`src/rtl/calc_entrada_multidigito.sv`:
```
// Multi-digit keypad entry sequencer for the calculator: builds decimal operands A and B,
// latches the operator and signals '='. Optional mul/div operator keys: CALC_MULDIV_EN.
module calc_entrada_multidigito #(
    parameter int W      = 8,
    parameter int DIGITS = 2
) (
    input  logic         clk,
    input  logic         reset,
    input  logic         ready,
    input  logic [7:0]   teclas,
    input  logic [W-1:0] resultado,
    output logic [W-1:0] saidaA,
    output logic [W-1:0] saidaB,
    output logic [1:0]   op,
    output logic         sinal,
    output logic         igual
);

    localparam int NDW = $clog2(DIGITS + 1);
    localparam logic [NDW-1:0] ND_MAX = NDW'(DIGITS);

    typedef enum logic [1:0] {
        ENTER_A = 2'd0,
        ENTER_B = 2'd1,
        SHOW    = 2'd2
    } state_t;

    state_t         state_q, state_d;
    logic [W-1:0]   saida_a_q, saida_a_d;
    logic [W-1:0]   saida_b_q, saida_b_d;
    logic [1:0]     op_q, op_d;
    logic [NDW-1:0] nd_q, nd_d;
    logic           ready_q, ready_d;

    logic           key_event;
    logic           is_digit, is_op, is_eq, is_clr, digit_ok;
    logic [3:0]     digit;
    logic [1:0]     op_key;

    // x*10 + d, truncated to W bits
    function automatic logic [W-1:0] mac10(input logic [W-1:0] x, input logic [3:0] d);
        logic [W+3:0] wide;
        wide = ({4'b0000, x} << 3) + ({4'b0000, x} << 1) + {{W{1'b0}}, d};
        return wide[W-1:0];
    endfunction

    always_comb begin
        key_event = ready & ~ready_q;
        is_digit  = (teclas < 8'd10);
        digit     = teclas[3:0];
`ifdef CALC_MULDIV_EN
        is_op     = (teclas >= 8'd10) && (teclas <= 8'd13);
`else
        is_op     = (teclas == 8'd10) || (teclas == 8'd11);
`endif
        op_key    = 2'(teclas - 8'd10);
        is_eq     = (teclas == 8'd14);
        is_clr    = (teclas == 8'd15);
        digit_ok  = (nd_q < ND_MAX);
    end

    always_comb begin
        state_d   = state_q;
        saida_a_d = saida_a_q;
        saida_b_d = saida_b_q;
        op_d      = op_q;
        nd_d      = nd_q;
        ready_d   = ready;

        case (state_q)
            ENTER_A: begin
                if (key_event) begin
                    if (is_clr) begin
                        saida_a_d = '0;
                        saida_b_d = '0;
                        op_d      = '0;
                        nd_d      = '0;
                    end else if (is_digit && digit_ok) begin
                        saida_a_d = mac10(saida_a_q, digit);
                        nd_d      = nd_q + NDW'(1);
                    end else if (is_op) begin
                        op_d      = op_key;
                        nd_d      = '0;
                        saida_b_d = '0;
                        state_d   = ENTER_B;
                    end
                end
            end
            ENTER_B: begin
                if (key_event) begin
                    if (is_clr) begin
                        saida_a_d = '0;
                        saida_b_d = '0;
                        op_d      = '0;
                        nd_d      = '0;
                        state_d   = ENTER_A;
                    end else if (is_digit && digit_ok) begin
                        saida_b_d = mac10(saida_b_q, digit);
                        nd_d      = nd_q + NDW'(1);
                    end else if (is_op && nd_q == '0) begin
                        op_d = op_key;
                    end else if (is_eq && nd_q != '0) begin
                        state_d = SHOW;
                    end
                end
            end
            SHOW: begin
                if (key_event) begin
                    if (is_clr) begin
                        saida_a_d = '0;
                        saida_b_d = '0;
                        op_d      = '0;
                        nd_d      = '0;
                        state_d   = ENTER_A;
                    end else if (is_digit) begin
                        saida_a_d = {{(W-4){1'b0}}, digit};
                        saida_b_d = '0;
                        nd_d      = NDW'(1);
                        state_d   = ENTER_A;
                    end else if (is_op) begin
                        // chaining: previous result becomes the new A
                        saida_a_d = resultado;
                        op_d      = op_key;
                        saida_b_d = '0;
                        nd_d      = '0;
                        state_d   = ENTER_B;
                    end
                end
            end
            default: begin
                saida_a_d = '0;
                saida_b_d = '0;
                op_d      = '0;
                nd_d      = '0;
                state_d   = ENTER_A;
            end
        endcase
    end

    always_ff @(posedge clk) begin
        if (reset) begin
            state_q   <= ENTER_A;
            saida_a_q <= '0;
            saida_b_q <= '0;
            op_q      <= '0;
            nd_q      <= '0;
            ready_q   <= 1'b0;
        end else begin
            state_q   <= state_d;
            saida_a_q <= saida_a_d;
            saida_b_q <= saida_b_d;
            op_q      <= op_d;
            nd_q      <= nd_d;
            ready_q   <= ready_d;
        end
    end

    assign saidaA = saida_a_q;
    assign saidaB = saida_b_q;
    assign op     = op_q;
    assign sinal  = (op_q == 2'd1);
    assign igual  = (state_q == SHOW);

endmodule

```
`config.mk`:
```
export PLATFORM = sky130hd
export DESIGN_NAME = calc_entrada_multidigito
export DESIGN_NICKNAME = d
export VERILOG_FILES = /design/src/rtl/calc_entrada_multidigito.sv
export SDC_FILE = /design/constraint.sdc
export NUM_CORES = 1
export LEC_CHECK = 0
export CORE_MARGIN = 2
export CORE_UTILIZATION = 40
export CTS_CLUSTER_DIAMETER = 100
export CTS_CLUSTER_SIZE = 25
export DETAILED_ROUTE_END_ITERATION = 10
export SETUP_SLACK_MARGIN = 0.02
export SYNTH_ARGS = -nofsm -noshare
export SYNTH_HDL_FRONTEND = slang
export SYNTH_SLANG_ARGS = --single-unit
```
`constraint.sdc`:
```
create_clock -name clk -period 3.2 [get_ports clk]
set_input_delay 0.48 -clock clk [delete_from_list [all_inputs] [get_ports clk]]
set_output_delay 0.48 -clock clk [all_outputs]
set_load 0.005 [all_outputs]
```
; Yosys cells after proc, flatten, opt, wreduce, memory -nomap -nowiden
; Index checks and enable logic that the tools add are counted.
; W data, S select, Z words.
[op_classes]
n_addsub = 6
n_lt_le_gt_ge = 2
n_eq_ne = 22
mux = 57
bitwise = 2
n_reduce_logical = 12
[ops]
columns = operator, count
row1 = $mux W8, 19
row2 = $mux W2, 33
row3 = $pmux W8 S3, 2
row4 = $eq A8 B4 Y1 const B, 4
row5 = $ne A3 B3 Y1 const B, 7
row6 = $pmux W2 S3, 3
row7 = $add A8 B4 Y8, 2
row8 = $add A8 B8 Y8, 2
row9 = $ne A2 B2 Y1 const B, 5
row10 = $lt A8 B4 Y1 const B, 1
row11 = $reduce_and A8 Y1, 1
row12 = $reduce_and A7 Y1, 1
row13 = $reduce_and A6 Y1, 1
row14 = $reduce_and A5 Y1, 1
row15 = $eq A2 B1 Y1 const B, 2
row16 = $logic_not A2 Y1, 2
row17 = $ne A4 B1 Y1 const B, 1
row18 = $reduce_and A4 Y1, 1
row19 = $logic_and A1 B1 Y1, 3
row20 = $ne A3 B2 Y1 const B, 1
row21 = $add A2 B1 Y2 const B, 1
row22 = $eq A2 B2 Y1 const B, 1
row23 = $lt A2 B2 Y1 const B, 1
row24 = $ne A2 B1 Y1 const B, 1
row25 = other kinds (5), 5
[totals]
regBits = 23

; Depth between registers and ports, before layout
[logic_depth]
depth_word = 8
mapped_depth = 10
depth_no_buf = 9

; Worst setup path before layout
; No wires, ideal clock.
[synth_path]
path_type = input to register
from = input port teclas[3]
to = register saida_a_q[5], in the netlist saidaA[5]
setup_ns = 0.132
arrival_ns = 2.507
t_required_ns = 3.068
slack_ns = 0.561
path_stages = 10
n_path_buf = 1
cell_sequence = clkbuf_1 -> inv_1 -> fa_1 -> inv_1 -> ha_1 -> a211oi_1 -> nor2_1 -> xor2_1 -> a221oi_1 -> nor3_1
[synth_between]
elab_chain_len = 5
[synth_rtl]
columns = item, line_no
row1 = "start, declared", 10  ; input logic [7:0] teclas,
row2 = $add A8 B4 Y8 / $lt A8 B4 Y1 (equally long branches), "43, 49"
row3 = $mux W8 (on tied branches), "78, 115"
row4 = $mux W8 (on tied branches), "73, 109"
row5 = $mux W8 (on tied branches), "72, 108"
row6 = $pmux W8 S3, 70  ; case (state_q)
row7 = "end signal, assigned", 150  ; saida_a_q <= saida_a_d;
row8 = "end, declared", 29  ; logic [W-1:0] saida_a_q, saida_a_d;
; Parallel ways exist; a longest one is shown, timed or not. The select of a mux whose other input is x is not followed.
; A chain may end at the register's enable or synchronous reset.

; Worst setup path after layout
; Ends and elaborated chain as after synthesis.

==> results.md <==
- WHS Path Cells: 2
- WP data required: roughly 3.3 ns
- Routability cong.: ~0.88
- Die area: about 5400 µm²
- Layout cells sized above 1: under 10%
- Mean routed wirelength per cell: 15.3 µm
- CP max-delay cell: fa_1
- CTS tree: built
- H-tree depth: 1
- Min cycle time layout: ~2.8 ns
- CP Class: input pin to flip-flop
- P&R area growth vs syn: 26.7%
- Total global routing overflow: 0
- CTS Buf Count: 3
- Clock-pin slew on the worst setup and hold paths: 0.09 ns
- Setup Slack @ Placement: approximately 0.11 ns
- NetSw: about 0.00017 W
- Yosys reg bits: 23
- EDFF count, synth: 0
- Synth warnings: 0
- DR vias: around 1.9k
- Max Clk Rate: 0.354 GHz
- Logic pwr share: between 15 and 20%
- Initial antenna violation count: 0
- Vias/cell: between 5 and 6
- Post-CTS setup buffer count: 0
- Worst-margin pin slew: 0.682 ns
- Drt drc: 0
- Levels on crit path: 10
- FF/Latch Area: approximately 460 µm²
- Pwr per Cell Area: between 200 and 250 nW/µm²
- Antenna viol nets, final: 0
- Post-synth cell types: 48
- Post-Synthesis Cell Area: just under 2000 µm²
- Worst stage delay on the critical path: just under 0.6 ns
- Skew final: around 0.0025 ns
- WP data arrival: ~3.0 ns
- Row count: 25
- Leak Pwr: ~0.96 nW
- Post-route core utilization: around 52%
- Syn nets: around 280
- Sequence of cells on the critical path: clkdlybuf4s50_1 > inv_1 > fa_1 > inv_1 > ha_1 > a211oi_1 > nor2_1 > xor2_1 > a221oi_1 > nor3_1
- Number of global-route vias before repair: 1,772
- Hold Fails Final Rpt: 0
- Internal: around 0.00043 W
- Largest net degree at the start of global routing: 20
- First-pass GRT wire length: between 8 and 9 mm
- CTS Buffer Depth: 2
- Rel. slew slack: a little over half
- Status: complete, no violations
- Half-perimeter wire length after placement: slightly above 4 mm
- Root Driver: clkbuf_8
- Starting Density: 41.2%
- Unrepaired setup endpoints after global routing: false
- PnR worst setup slack: between 0.3 and 0.4 ns
- Worst hold slack: 0.484 ns
- Power, Total: 0.000594 W
- Core Region: roughly 4700 µm²
- Hold_buf cts: 0
- Drt first pass iters: 4
- Setup_tns: 0 ns
- Main synth FF type: dfxtp_1
- Worst path top cell family by delay: adder cells
- CP Capture Type: flip-flop
- CP most frequent cell: inv_1
- R2R depth: 9
- Ant diodes: 0
- Area of the multi-input gates: between 1000 and 1500 µm²
- Net Sw Frac: approximately 28%
- Clock Latency Late Sink: 0.27 ns
- CP Buf/Inv Count: 3
- CTS sink count: 23
- Seq pwr share: 49.8%
- Max cap viols: 0
- Mapped Cells: 240
- DR iter-0 viols: 63
- Die width: approximately 73 µm
- Slew Viols, Final: 0
- Setup violators final: 0
- Ports: 39
- Number of gates resized after cts: 0
- Seq/Total Area, Yosys: between 20% and 30%
- Routed Wire Length: approximately 5 mm
- R2R setup slack: between 0.6 and 0.7 ns
- Fin crit share: between 80% and 90%
- HP Class: flip-flop to flip-flop
- Syn avg cell area: roughly 8.0 µm²
- CP max FO: 2
- Max rail drop VDD: 0.200 mV
- Die Y: around 73 µm
- Final net count: roughly 330
- Fraction of registers with async set/reset: 0%
- Clock Power Share: 31.7%
- Fillers: 448
- Port Buffers: 38
- Tot GR Track Use: between 20% and 30%
- Startpoint Class: input pin
synthesized netlist by cell type, types with 2 or more instances:
library cell	n	area (µm²)
nor3_1	8	40.0
o21ai_0	11	55.1
xnor2_1	8	70.1
clkbuf_1	6	22.5
o211ai_1	2	15.0
a32oi_1	3	26.3
dfxtp_1	23	460
nand2_1	13	48.8
a221oi_1	3	26.3
o21ai_1	5	25.0
nor4_2	3	37.5
or4_4	2	22.5
a211oi_1	8	60.1
xor2_1	2	17.5
nor2_1	20	75.1
nand3_1	8	40.0
o21a_1	4	30.0
a32o_1	2	20.0
a22oi_1	3	22.5
fa_1	4	80.1
ha_1	21	263
nand3b_1	3	22.5
a31oi_1	2	12.5
inv_1	20	75.1
a21oi_1	23	115
nand2b_1	4	25.0
a21o_1	3	22.5
nor2b_1	5	31.3
and2_1	2	12.5
cell usage in the layout, fill, tap and decap left out, types with 3 or more instances in the layout:
cell type         n
nor2b_1           5
clkdlybuf4s50_1  38
nand3_1           8
nand2_1          13
buf_4             8
a32oi_1           3
nand2b_1          4
fa_1              4
nor2_1           20
inv_1            20
a21o_1            3
o21a_1            4
nand3b_1          3
ha_1             21
nor4_2            3
a22oi_1           3
a221oi_1          3
dfxtp_1          23
nor3_1            8
a21oi_1          23
o21ai_1           5
clkbuf_8          3
a211oi_1          8
o21ai_0          11
xnor2_1           8
flip-flops by register name, indices dropped and copies added (netlist names):
register,cells
nd_q,2
op,2
ready_q,1
saidaA,8
saidaB,8
state_q,2
power by group through the flow:
| stage | sequential (W) | combinational (W) | clock, W |
|---|---|---|---|
| global placement | 0.000303 | 0.000109 | 0 |
| detailed placement | 0.000303 | 0.000109 | 0 |
| finish | 0.000296 | 0.000110 | 0.000188 |
| CTS | 0.000296 | 0.000110 | 0.000197 |
| global route | 0.000297 | 0.000121 | 0.000208 |
| floorplan | 0.000298 | 0.0000622 | 0 |
worst paths after layout:
kind / startpoint / end
worst max register to register: saidaA[0] / saidaA[5]
worst max-delay path: teclas[3] / saidaA[5]
worst min-delay path: op[0] / op[0]
worst min register to register: op[0] / op[0]
logic make-up (layout without fill, tap and decap cells):
group                      count (synthesis)  count (layout)  share of synthesized area (%)
muxes                                      2               2                           1.10
and+or+nand+nor                           74              74                           20.7
buffers and inverters                     28              70                           5.89
AOI/OAI and AO/OA                         78              78                           26.2
adders and majority gates                 25              25                           17.7
DFF                                       23              23                           23.8
xor gates and xnor gates                  10              10                           4.53
layer usage:
metal  up-vias  track usage, %  routed length (µm)
met2        45            30.1                2360
met3         6            3.43                 210
li1        971               -                   -
met5         -               0                   0
met4         0            4.24                  57
met1       881            30.3                2520
worst min-delay path, stage by stage, from the launching register on:
cell	delay, ns
dfxtp_1	0.34
nand2_1	0.06
mux2i_1	0.05
metrics by stage:
step	std cells	cell area (µm²)
global route	336	2450
CTS	336	2450
floorplan	240	1930
global placement	332	2400
detailed placement	332	2400
finish	336	2450
final cells by class:
class                      instances  share of cell area (%)
timing repair buffer              46                    18.0
clock inverter                     1                   0.204
inverter                          20                    3.07
multi-input combinational        189                    55.5
clock buffer                       3                    1.69
sequential                        23                    18.8
tap                               54                    2.76
(Power assumes the default switching activity.)
